### config.mk
export PLATFORM = sky130hd
export DESIGN_NAME = voice_allocator_flat
export DESIGN_NICKNAME = d
export VERILOG_FILES = /design/src/rtl/voice_allocator_if.sv /design/src/rtl/voice_allocator.sv /design/src/flat_wrapper.sv
export SDC_FILE = /design/constraint.sdc
export NUM_CORES = 1
export LEC_CHECK = 0
export ABC_CLOCK_PERIOD_IN_PS = 6000
export BUFFER_PORTS_ARGS = -buffer_cell sky130_fd_sc_hd__buf_2
export CAP_MARGIN = 20
export CORE_MARGIN = 2
export CORE_UTILIZATION = 40
export CTS_CLUSTER_SIZE = 20
export DETAILED_ROUTE_END_ITERATION = 8
export PLACE_DENSITY = 0.62
export SLEW_MARGIN = 5
export SYNTH_ARGS = -nofsm -noshare
export SYNTH_HDL_FRONTEND = slang
export SYNTH_SLANG_ARGS = --single-unit
### constraint.sdc
create_clock -name Clock -period 6 [get_ports Clock]
set_input_delay 0.3 -clock Clock [delete_from_list [all_inputs] [get_ports Clock]]
set_output_delay 0.3 -clock Clock [all_outputs]
set_load 0.03 [all_outputs]
### src/rtl/voice_allocator_if.sv
// Note-event handshake bundle for the voice allocator.
// Master issues note-on/off events; slave accepts them.
interface voice_allocator_if #(
  parameter int NOTE_WIDTH = 7
);
  logic                  EventValid;
  logic                  EventReady;
  logic                  EventOn;
  logic [NOTE_WIDTH-1:0] EventNote;

  modport master (
    output EventValid,
    output EventOn,
    output EventNote,
    input  EventReady
  );

  modport slave (
    input  EventValid,
    input  EventOn,
    input  EventNote,
    output EventReady
  );
endinterface

### src/rtl/voice_allocator.sv
// Polyphonic voice allocator: maps note events onto a pool of
// envelope voices with retrigger, free, release and steal policy.
module voice_allocator #(
  parameter int NUM_VOICES = 4,
  parameter int NOTE_WIDTH = 7,
  parameter int AGE_WIDTH  = 8
) (
  input  logic                             Clock,
  input  logic                             Reset,
  voice_allocator_if.slave                 ev,
  input  logic [NUM_VOICES-1:0]            EnvIdle,
  output logic [NUM_VOICES-1:0]            Gate,
  output logic [NUM_VOICES-1:0]            Trigger,
  output logic [NUM_VOICES*NOTE_WIDTH-1:0] VoiceNote,
  output logic                             Stolen
);

  localparam int N  = NUM_VOICES;
  localparam int NW = NOTE_WIDTH;
  localparam int AW = AGE_WIDTH;
  localparam logic [AW-1:0] AGE_MAX = '1;

  typedef enum logic {
    S_IDLE,
    S_EXEC
  } fsm_t;

  typedef enum logic [1:0] {
    V_FREE,
    V_HELD,
    V_REL
  } vst_t;

  fsm_t          fsm_q, fsm_n;
  vst_t          vst_q  [N];
  vst_t          vst_n  [N];
  logic [AW-1:0] age_q  [N];
  logic [AW-1:0] age_n  [N];
  logic [NW-1:0] note_q [N];
  logic [NW-1:0] note_n [N];

  logic          lat_on;
  logic [NW-1:0] lat_note;
  logic          ready_q, ready_n;
  logic [N-1:0]  gate_q, gate_n;
  logic [N-1:0]  trig_q, trig_n;
  logic          stolen_q, stolen_n;

  logic [N-1:0]  hit_oh, free_oh, rel_oh, held_oh;
  logic [N-1:0]  sel_oh;
  logic          steal;
  logic [AW-1:0] rel_age, held_age;
  logic          accept;

  assign accept = (fsm_q == S_IDLE) & ev.EventValid;

  // Candidate search: matching held note, first free, oldest releasing/held.
  always_comb begin
    hit_oh   = '0;
    free_oh  = '0;
    rel_oh   = '0;
    held_oh  = '0;
    rel_age  = '0;
    held_age = '0;
    for (int i = 0; i < N; i++) begin
      if (vst_q[i] == V_HELD && note_q[i] == lat_note && hit_oh == '0)
        hit_oh[i] = 1'b1;
      if (vst_q[i] == V_FREE && free_oh == '0)
        free_oh[i] = 1'b1;
      if (vst_q[i] == V_REL && (rel_oh == '0 || age_q[i] > rel_age)) begin
        rel_oh    = '0;
        rel_oh[i] = 1'b1;
        rel_age   = age_q[i];
      end
      if (vst_q[i] == V_HELD && (held_oh == '0 || age_q[i] > held_age)) begin
        held_oh    = '0;
        held_oh[i] = 1'b1;
        held_age   = age_q[i];
      end
    end
  end

  // Note-on target priority; stealing only when nothing else is left.
  always_comb begin
    sel_oh = '0;
    steal  = 1'b0;
    if (|hit_oh)
      sel_oh = hit_oh;
    else if (|free_oh)
      sel_oh = free_oh;
    else if (|rel_oh)
      sel_oh = rel_oh;
    else begin
      sel_oh = held_oh;
      steal  = 1'b1;
    end
  end

  // Controller and per-voice next state; assignment overrides EnvIdle.
  always_comb begin
    fsm_n    = fsm_q;
    trig_n   = '0;
    stolen_n = 1'b0;
    gate_n   = '0;
    unique case (fsm_q)
      S_IDLE: if (ev.EventValid) fsm_n = S_EXEC;
      S_EXEC: fsm_n = S_IDLE;
      default: fsm_n = S_IDLE;
    endcase
    ready_n = (fsm_n == S_IDLE);
    for (int i = 0; i < N; i++) begin
      vst_n[i]  = vst_q[i];
      note_n[i] = note_q[i];
      if (vst_q[i] == V_REL && EnvIdle[i])
        vst_n[i] = V_FREE;
    end
    if (fsm_q == S_EXEC) begin
      if (lat_on) begin
        trig_n   = sel_oh;
        stolen_n = steal & ~(|hit_oh);
        for (int i = 0; i < N; i++) begin
          if (sel_oh[i]) begin
            vst_n[i]  = V_HELD;
            note_n[i] = lat_note;
          end
        end
      end else begin
        for (int i = 0; i < N; i++) begin
          if (hit_oh[i])
            vst_n[i] = V_REL;
        end
      end
    end
    for (int i = 0; i < N; i++) begin
      gate_n[i] = (vst_n[i] == V_HELD);
      if (vst_n[i] == V_FREE || trig_n[i])
        age_n[i] = '0;
      else if (age_q[i] != AGE_MAX)
        age_n[i] = age_q[i] + AW'(1);
      else
        age_n[i] = age_q[i];
    end
  end

  // State registers with synchronous active-low clear.
  always_ff @(posedge Clock) begin
    if (!Reset) begin
      fsm_q    <= S_IDLE;
      ready_q  <= 1'b1;
      lat_on   <= 1'b0;
      lat_note <= '0;
      gate_q   <= '0;
      trig_q   <= '0;
      stolen_q <= 1'b0;
      for (int i = 0; i < N; i++) begin
        vst_q[i]  <= V_FREE;
        age_q[i]  <= '0;
        note_q[i] <= '0;
      end
    end else begin
      fsm_q    <= fsm_n;
      ready_q  <= ready_n;
      gate_q   <= gate_n;
      trig_q   <= trig_n;
      stolen_q <= stolen_n;
      if (accept) begin
        lat_on   <= ev.EventOn;
        lat_note <= ev.EventNote;
      end
      for (int i = 0; i < N; i++) begin
        vst_q[i]  <= vst_n[i];
        age_q[i]  <= age_n[i];
        note_q[i] <= note_n[i];
      end
    end
  end

  // Pack per-voice notes onto the flat output bus.
  always_comb begin
    VoiceNote = '0;
    for (int i = 0; i < N; i++)
      VoiceNote[i*NW +: NW] = note_q[i];
  end

  assign ev.EventReady = ready_q;
  assign Gate          = gate_q;
  assign Trigger       = trig_q;
  assign Stolen        = stolen_q;

endmodule

### src/flat_wrapper.sv
// flat-port wrapper written by rule: the top's interface ports become plain ports
module voice_allocator_flat 
#(
  parameter int NUM_VOICES = 4,
  parameter int NOTE_WIDTH = 7,
  parameter int AGE_WIDTH  = 8
)
  (Clock, Reset, EnvIdle, Gate, Trigger, VoiceNote, Stolen, ev_EventValid, ev_EventOn, ev_EventNote, ev_EventReady);
  voice_allocator_if #(.NOTE_WIDTH(NOTE_WIDTH)) ev_i ();
  input  logic Clock;
  input  logic Reset;
  input  logic [NUM_VOICES-1:0] EnvIdle;
  output logic [NUM_VOICES-1:0] Gate;
  output logic [NUM_VOICES-1:0] Trigger;
  output logic [NUM_VOICES*NOTE_WIDTH-1:0] VoiceNote;
  output logic Stolen;
  input wire logic [$bits(ev_i.EventValid)-1:0] ev_EventValid;
  input wire logic [$bits(ev_i.EventOn)-1:0] ev_EventOn;
  input wire logic [$bits(ev_i.EventNote)-1:0] ev_EventNote;
  output wire logic [$bits(ev_i.EventReady)-1:0] ev_EventReady;
  assign ev_i.EventValid = ev_EventValid;
  assign ev_i.EventOn = ev_EventOn;
  assign ev_i.EventNote = ev_EventNote;
  assign ev_EventReady = ev_i.EventReady;
  voice_allocator #(.NUM_VOICES(NUM_VOICES), .NOTE_WIDTH(NOTE_WIDTH), .AGE_WIDTH(AGE_WIDTH)) u_core (.Clock(Clock), .Reset(Reset), .ev(ev_i), .EnvIdle(EnvIdle), .Gate(Gate), .Trigger(Trigger), .VoiceNote(VoiceNote), .Stolen(Stolen));
endmodule
After elaboration in Yosys (flattened, before gate mapping)
Memories as Yosys holds them, arrays and structs flattened.
Index checks and enable logic that the tools add are counted.
{"block": "totals", "regBits": 19, "ram_bits": 68, "in_bits": 15, "out_inout_bits": 38, "elab_cells": 185, "n_memories": 3}
{"name": "u_core.age_q", "depth": 4, "word_bits": 8, "read_ports": 4, "rd_clocked_by_memory_dff": 0, "write_ports": 4, "line": "voice_allocator.sv:37", "source": "logic [AW-1:0] age_q [N];"}
{"name": "u_core.note_q", "depth": 4, "word_bits": 7, "read_ports": 4, "rd_clocked_by_memory_dff": 0, "write_ports": 4, "line": "voice_allocator.sv:39", "source": "logic [NW-1:0] note_q [N];"}
{"name": "u_core.vst_q", "depth": 4, "word_bits": 2, "read_ports": 4, "rd_clocked_by_memory_dff": 0, "write_ports": 4, "line": "voice_allocator.sv:35", "source": "vst_t vst_q [N];"}
{"block": "op_classes", "addsub": 4, "magnitude_cmp": 6, "n_eq_ne": 20, "n_mux": 74, "n_bitwise": 19, "n_reduce_logical": 52}
{"cell": "2-to-1 mux 8 bit", "count": 20}
{"cell": "2-to-1 mux 28 bit", "count": 2}
{"cell": "2-to-1 mux 7 bit", "count": 8}
{"cell": "> comparator 8 bit", "count": 6}
{"cell": "2-to-1 mux 4 bit", "count": 11}
{"cell": "adder 8 x 1 -> 8 bit (second input constant)", "count": 4}
{"cell": "2-to-1 mux 2 bit", "count": 16}
{"cell": "inequality test 8 bit (second input constant)", "count": 4}
{"cell": "equality test 7 bit", "count": 4}
{"cell": "zero test 4 bit", "count": 6}
{"cell": "logical AND 1 bit", "count": 20}
{"cell": "zero test 2 bit", "count": 10}
{"cell": "equality test 2 x 1 -> 1 bit (second input constant)", "count": 8}
{"cell": "2-to-1 mux 1 bit", "count": 16}
{"cell": "bitwise OR 1 bit", "count": 12}
{"cell": "OR reduction 4 bit", "count": 3}
{"cell": "logical OR 1 bit", "count": 10}
{"cell": "equality test 2 bit (second input constant)", "count": 4}
{"cell": "zero test 3 bit", "count": 2}
{"cell": "NOT 1 bit", "count": 5}
{"cell": "AND reduction 3 bit", "count": 1}
{"cell": "bitwise AND 1 bit", "count": 2}
{"cell": "one-hot mux 1 bit (2 select lines)", "count": 1}

Depth between registers and ports, before layout
Gate-level depths: netlist (run 1).
An unclocked memory read counts as a cell.
{"block": "depth", "depth_word": 26, "depth_mapped": 31, "mapped_depth_nobuf": 25}

Worst setup path after synthesis (run 1)
Ideal clock, no wire load.
{"block": "synth_path", "path_type": "register -> register", "startpoint": "memory u_core.vst_q[0][0] in the netlist's numbering", "endpoint": "memory u_core.age_q[1][0] in the netlist's numbering", "setup_time_ns": 0.117, "t_arrival_ns": 5.849, "required_ns": 5.883, "setup_slack_ns": 0.034, "path_stages_with_launch": 30, "n_path_buf": 6, "synth_period_minus_slack_ns": 5.966, "cell_sequence": "dfxtp_1 > buf_4 > nor2b_4 > buf_6 > clkbuf_1 > nand2_1 > ha_1 > a211o_1 > o211ai_2 > nand2b_2 > o311ai_4 > clkbuf_1 > a31oi_1 > ha_1 > nor2b_1 > o211ai_1 > a21oi_1 > o311ai_4 > clkbuf_1 > o21ai_0 > ha_1 > a211o_1 > a21oi_1 > a21oi_1 > and2_1 > nand4bb_2 > a31oi_4 > or3_1 > buf_2 > nor2_1"}
{"item": "from (decl)", "line": "voice_allocator.sv:35"}
{"item": "to (decl)", "line": "voice_allocator.sv:37"}

==> reports/qor.txt, run 1 <==
status - finished, final reports clean
dpl hpwl - 11.2 mm
fraction of the mapped netlist area in compound gates - 0.161
# diodes - 0
slowest cell on the critical path - a32oi_1
share of cells above drive strength 1 - 0.195
Synth area leader - dfxtp_1
XOR/XNOR Fraction of Synth Area - 0.0637
CP Capture Type - flop
DP Worst Slack - -235 ps
CTS tree - done
area growth from synthesis to layout - 17.7%
Syn Inst Count - 707
max capacitance violation total - 0
largest net degree at the start of global routing - 42
number of synthesized flops with an enable pin - 0
Top FF cell, synth - dfxtp_1
Seq/Total Area, Yosys - 0.302
core area - 14000 um2
DRT Pass-1 Iters - 5
final wirelength - 15.1 mm
CP arrival - 5920 ps
Sw Share - 0.232
top post-synthesis cells by area - dfxtp_1 (30%), ha_1 (11%), nand2_1 (5.6%), a21oi_1 (4.8%), o21ai_0 (4.0%)
most frequent cells in the layout - nand2_1 (86), dfxtp_1 (86), nor2_1 (60)
H-tree levels - 3
Placer Congestion - 0.854
Min-Delay Path Class - input pin to flop
setup violators final - 0
Net Count, Synth - 774
I/O Buffers - 52
LEAKAGE - 2.85 nW
die area - 15400 um2
final worst path period need - 5690 ps
DP Area - 6250 um2
vias in the first global route - 4946
slew of the pin with the lowest slew margin - 858 ps
Yosys Warn Count - 0
grt ovf - 0
via count - 5267
Syn Std Cell Area - 5770 um2
fin area - 6800 um2
final-report max-slew violation count - 0
worst stage delay on the critical path - 350 ps
ys async rst share - 0
clock root buffer - clkbuf_16
Post-Synth Adder-Cell Area - 0.113
Clock power frac - 0.473
Overall Global Routing Usage - 0.201
Pwr Density - 180 nW/um2
IO Count - 53
Initial Utilization - 0.413
initial antenna violation count - 0
row count - 43
Critical Path Fanout Max - 16
Combinational Power Share - 0.041
WL/cell - 15.8 um
Sw Pwr - 284 uW
fmax - 176 MHz
period utilization - 0.948
Initial DRC Count - 281
Max IR drop VDD - 0.000140 V
clk_skew - 6.97 ps
critical path type - flop to flop
DRC Markers - 0
Startpoint Class - flop
Fin. Hold Viols - 0
most frequent CP cell - ha_1
hold buffers post-CTS - 0
internal power - 938 uW
Die W - 124 um
CTS buffer count - 9
Core Util, Final - 0.486
number of nets in the final layout - 837
worst-skew pair later-pin latency - 350 ps
main combinational cell family by area after synthesis - simple AND/OR/NAND/NOR gates
fin worst setup slack - 312 ps
post-route ant nets - 0
multiplexer share of the synthesized area - 0.0509
#FFs+latches synth - 87
Rel. slew slack - 0.422
power share of the sequential group - 0.486
Yosys top cell area share - 0.302
first-pass GRT wire length - 24.4 mm
syn avg cell area - 8.16 um2
Worst EP required - 6230 ps
# clock sinks - 87
CTS Buffer Depth - 2
Worst-path clk slew - 70 ps
post-synth cell types - 62
Pwr Total - 1.22 mW
simple-gate portion of the synthesized area - 0.259
Die H - 124 um
post-DR vias/cell - 5.52
==> synthesized netlist by cell type, types with 10 or more instances <==
cell	number
nor2b_1	11
ha_1	52
nor3_1	10
o21ai_0	46
mux2i_1	17
clkbuf_1	15
a31oi_1	11
xor2_1	22
buf_4	10
nand4_1	24
nor2_1	61
and3_1	10
a21oi_1	55
nand3_1	34
nand2_1	86
dfxtp_1	87
inv_1	27
mux2_2	11
xnor2_1	20
==> critical path, delay by kind of cell (launching register included) <==
family                     cells  cell delay (ps)
muxes                          1              200
AOI/OAI and AO/OA             11             2300
adders and majority gates      3              870
DFF                            1              330
and+or+nand+nor                8             1070
buffers and inverters          5              800
==> final timing paths <==
check | startpoint | endpoint | slack (ps) | cells after the start
min | ev_EventNote[6] | u_core.lat_note[6]$_SDFFE_PN0P_ | 190 | 3
max reg2reg | u_core.vst_q[0][0]$_SDFF_PN0_ | u_core.note_q[0][16]$_SDFFE_PN0P_ | 310 | 28
min reg2reg | u_core.lat_on$_SDFFE_PN0P_ | u_core.lat_on$_SDFFE_PN0P_ | 480 | 2
max | u_core.vst_q[0][0]$_SDFF_PN0_ | u_core.note_q[0][16]$_SDFFE_PN0P_ | 310 | 28
==> cell families (layout without fill, tap and decap cells) <==
logic type / count (synthesis) / after routing
compound gates: 149 / 149
xor+xnor: 42 / 42
fa+ha+maj: 52 / 52
buf+inv: 60 / 128
flops: 87 / 87
mux: 28 / 28
simple gates: 289 / 289
==> stage by stage <==
step,cells,hold slack [ps],setup TNS (ps)
floorplan,707,436,0
global placement,928,472,-8.03
detailed placement,928,478,-6340
CTS,944,177,0
global route,955,178,-6.90
finish,955,187,0
==> sequential cells by signal, indices dropped and copies added (netlist names), 4 cells and up <==
| register | flops |
|---|---|
| u_core.note_q | 28 |
| u_core.Gate | 4 |
| u_core.lat_note | 7 |
| u_core.Trigger | 4 |
| u_core.vst_q | 8 |
| u_core.age_q | 32 |
==> layout make-up <==
type | count | area [um2]
Inverter | 27 | 101
Fill cell | 1363 | 7190
Timing Repair Buffer | 85 | 564
Clock inverter | 6 | 66.3
Tap cell | 180 | 225
Sequential cell | 87 | 1740
Clock buffer | 10 | 239
Multi-Input combinational cell | 560 | 3860
==> per-layer routing <==
layer  up-vias  GRT usage  part of all wire
met5         -          0                 0
met2       125      0.344              0.48
met4         0     0.0639             0.020
met3        27     0.0380             0.043
met1      2457      0.254              0.45
li1       2658          -                 -
==> power by group through the flow <==
stage	clock network [mW]	logic, mW	registers, mW
floorplan	0	0.0443	0.598
global placement	0	0.0477	0.607
detailed placement	0	0.0483	0.607
CTS	0.587	0.0487	0.594
global route	0.613	0.0551	0.594
finish	0.578	0.0503	0.594
==> repair_timing <==
item	in CTS	in global routing
endpoints found under the setup margin	41	75
cloned	0	2
setup buffers	0	9
pin swaps	0	10
gates resized for setup	3	32
(Power assumes the default switching activity.)
==> inputs of run 2 (changes only) <==
Settings changed: PLACE_DENSITY 0.62 to 0.64.
==> run 2 against run 1 <==
  * Worst setup slack got worse by 200 ps
  * Critical endpoint is now u_core.age_q[0][1]$_SDFFE_PP0P_
  * Clock power down 9.0%
  * Sequential share of layout area grew 0.066 points
  * Hold slack worse by 3.1 ps
  * Cell count grew 0.21%
  * Combinational power fell by 2%
  * Core utilization fell by 0.13 points
  * Non-clock buffer count increased by 2
==> reports/qor.txt, run 2 (same netlist as run 1, synthesis figures left out) <==
status - finished, final reports clean (unchanged)
fin worst setup slack - 114 ps (was 312 ps)
Rel. slew slack - 0.330 (was 0.422)
slew of the pin with the lowest slew margin - 995 ps (was 858 ps)
dpl hpwl - 11.5 mm (was 11.2 mm)
R2R cell count - 28 (unchanged)
final-report max-slew violation count - 0 (unchanged)
Die W - 124 um (unchanged)
share of cells above drive strength 1 - 0.198 (was 0.195)
fmax - 170 MHz (was 176 MHz)
power share of the sequential group - 0.508 (was 0.486)
CTS tree - done (unchanged)
H-tree levels - 3 (unchanged)
DP Worst Slack - -316 ps (was -235 ps)
die area - 15400 um2 (unchanged)
Pwr Density - 172 nW/um2 (was 180 nW/um2)
Sw Pwr - 274 uW (was 284 uW)
final worst path period need - 5890 ps (was 5690 ps)
WL/cell - 16.0 um (was 15.8 um)
first-pass GRT wire length - 24.8 mm (was 24.4 mm)
number of flip-flops in the largest register - 32 (unchanged)
setup violators final - 0 (unchanged)
hold buffers post-CTS - 0 (unchanged)
grt ovf - 0 (unchanged)
Regs by FF count - u_core.age_q x32, u_core.note_q x28, u_core.vst_q x8 (unchanged)
CTS buffer count - 9 (unchanged)
Worst-path clk slew - 60 ps (was 70 ps)
I/O Buffers - 52 (unchanged)
most flop-heavy register - u_core.age_q (unchanged)
Fin. Hold Viols - 0 (unchanged)
Die H - 124 um (unchanged)
period utilization - 0.981 (was 0.948)
most frequent CP cell - buf_4 (was ha_1)
Overall Global Routing Usage - 0.205 (was 0.201)
number of nets in the final layout - 839 (was 837)
# diodes - 0 (unchanged)
critical path type - flop to flop (unchanged)
CTS Buffer Depth - 2 (unchanged)
hold depth - 3 (unchanged)
final wirelength - 15.3 mm (was 15.1 mm)
LEAKAGE - 2.84 nW (was 2.85 nW)
Startpoint Class - flop (unchanged)
Max IR drop VDD - 0.000149 V (was 0.000140 V)
DRC Markers - 0 (unchanged)
slowest cell on the critical path - o31a_4 (was a32oi_1)
IO Count - 53 (unchanged)
Clock power frac - 0.450 (was 0.473)
row count - 43 (unchanged)
Worst EP required - 6240 ps (was 6230 ps)
CP arrival - 6120 ps (was 5920 ps)
Combinational Power Share - 0.042 (was 0.041)
via count - 5304 (was 5267)
hold slack - 184 ps (was 187 ps)
DRT Pass-1 Iters - 4 (was 5)
clock root buffer - clkbuf_16 (unchanged)
vias in the first global route - 5007 (was 4946)
worst stage delay on the critical path - 380 ps (was 350 ps)
post-route ant nets - 0 (unchanged)
Initial DRC Count - 319 (was 281)
Placer Congestion - 0.873 (was 0.854)
initial antenna violation count - 0 (unchanged)
area growth from synthesis to layout - 17.4% (was 17.7%)
Sw Share - 0.235 (was 0.232)
max capacitance violation total - 0 (unchanged)
# clock sinks - 87 (unchanged)
Critical Path Fanout Max - 19 (was 16)
CP Capture Type - flop (unchanged)
core area - 14000 um2 (unchanged)
internal power - 894 uW (was 938 uW)
largest net degree at the start of global routing - 42 (unchanged)
Min-Delay Path Class - input pin to flop (unchanged)
worst-skew pair later-pin latency - 350 ps (about the same)
Initial Utilization - 0.413 (unchanged)
most frequent cells in the layout - nand2_1 (86), dfxtp_1 (86), nor2_1 (58), buf_2 (52), ha_1 (51) (was nand2_1 (86), dfxtp_1 (86), nor2_1 (60))
fill cell count - 1384 (was 1363)
post-DR vias/cell - 5.54 (was 5.52)
clk_skew - 6.20 ps (was 6.97 ps)
==> run 2: changes by cell type in the layout (fill, tap and decap cells not counted), moves of 3 or more <==
cell | before | now
a21oi_1 | 52 | 49
buf_4 | 25 | 29
a31oi_1 | 4 | 11
a31oi_2 | 7 | 0
==> run 2: final timing paths <==
kind,startpoint,endpoint,slack (ps)
worst max register to register,u_core.vst_q[0][0]$_SDFF_PN0_,u_core.age_q[0][1]$_SDFFE_PP0P_,110
worst min register to register,u_core.note_q[0][5]$_SDFFE_PN0P_,u_core.note_q[0][5]$_SDFFE_PN0P_,480
worst min-delay path,ev_EventNote[0],u_core.lat_note[0]$_SDFFE_PN0P_,180
worst max-delay path,u_core.vst_q[0][0]$_SDFF_PN0_,u_core.age_q[0][1]$_SDFFE_PP0P_,110
==> run 2: cell type report <==
| type | instances | area [um2] | area share |
|---|---|---|---|
| inverters | 27 | 101 | 0.0150 |
| multi-input cells | 560 | 3880 | 0.572 |
| clock buffers | 12 | 246 | 0.0364 |
| repair buffers | 87 | 552 | 0.0814 |
| flip-flops and latches | 87 | 1740 | 0.257 |
| well taps | 180 | 225 | 0.0332 |
| clock inverters | 4 | 30.0 | 0.00443 |
==> run 2: per-stage QoR <==
| step | setup TNS [ps] | power, mW | std cells | area (um2) | util |
|---|---|---|---|---|---|
| final | 0 | 1.17 | 957 | 6780 | 0.485 |
| after global routing | -3300 | 1.21 | 957 | 6780 | 0.485 |
| after CTS | 0 | 1.18 | 944 | 6530 | 0.467 |
| after detailed placement | -8700 | 0.655 | 927 | 6230 | 0.445 |
| after global placement | -3720 | 0.654 | 927 | 6230 | 0.445 |
| after floorplan | 0 | 0.642 | 707 | 5770 | - |
==> run 2: what timing repair did <==
action / CTS / global route
setup buffers: 1 / 12
cloned: 0 / 1
endpoints found under the hold margin: 0 / 0
setup endpoints to repair: 66 / 75
resized for setup: 5 / 35
pin swaps: 1 / 16
==> run 2: per-layer routing <==
| metal | up-vias | GRT usage | wire length (um) |
|---|---|---|---|
| li1 | 2657 | - | - |
| met1 | 2478 | 0.266 | 6860 |
| met2 | 136 | 0.337 | 7240 |
| met3 | 33 | 0.0398 | 846 |
| met4 | 0 | 0.0765 | 383 |
| met5 | - | 0 | 0 |
==> run 2: power by group through the flow <==
| stage | Sequential, mW | Combinational [mW] | Clock, mW |
|---|---|---|---|
| 5_1_grt | 0.595 | 0.0554 | 0.564 |
| 2_1_floorplan | 0.598 | 0.0443 | 0 |
| 6_report | 0.594 | 0.0493 | 0.526 |
| 4_1_cts | 0.594 | 0.0486 | 0.539 |
| 3_3_place_gp | 0.607 | 0.0472 | 0 |
| 3_5_place_dp | 0.607 | 0.0483 | 0 |
==> run 2: worst max-delay path, delay by kind of cell, from the launching register on <==
family	cells	cell delay [ps]
AO/OA/AOI/OAI	12	2330
adder cells (fa/ha/maj)	3	850
buffers and inverters	5	830
flip-flops	1	310
multiplexers	1	370
AND/OR/NAND/NOR	7	1060
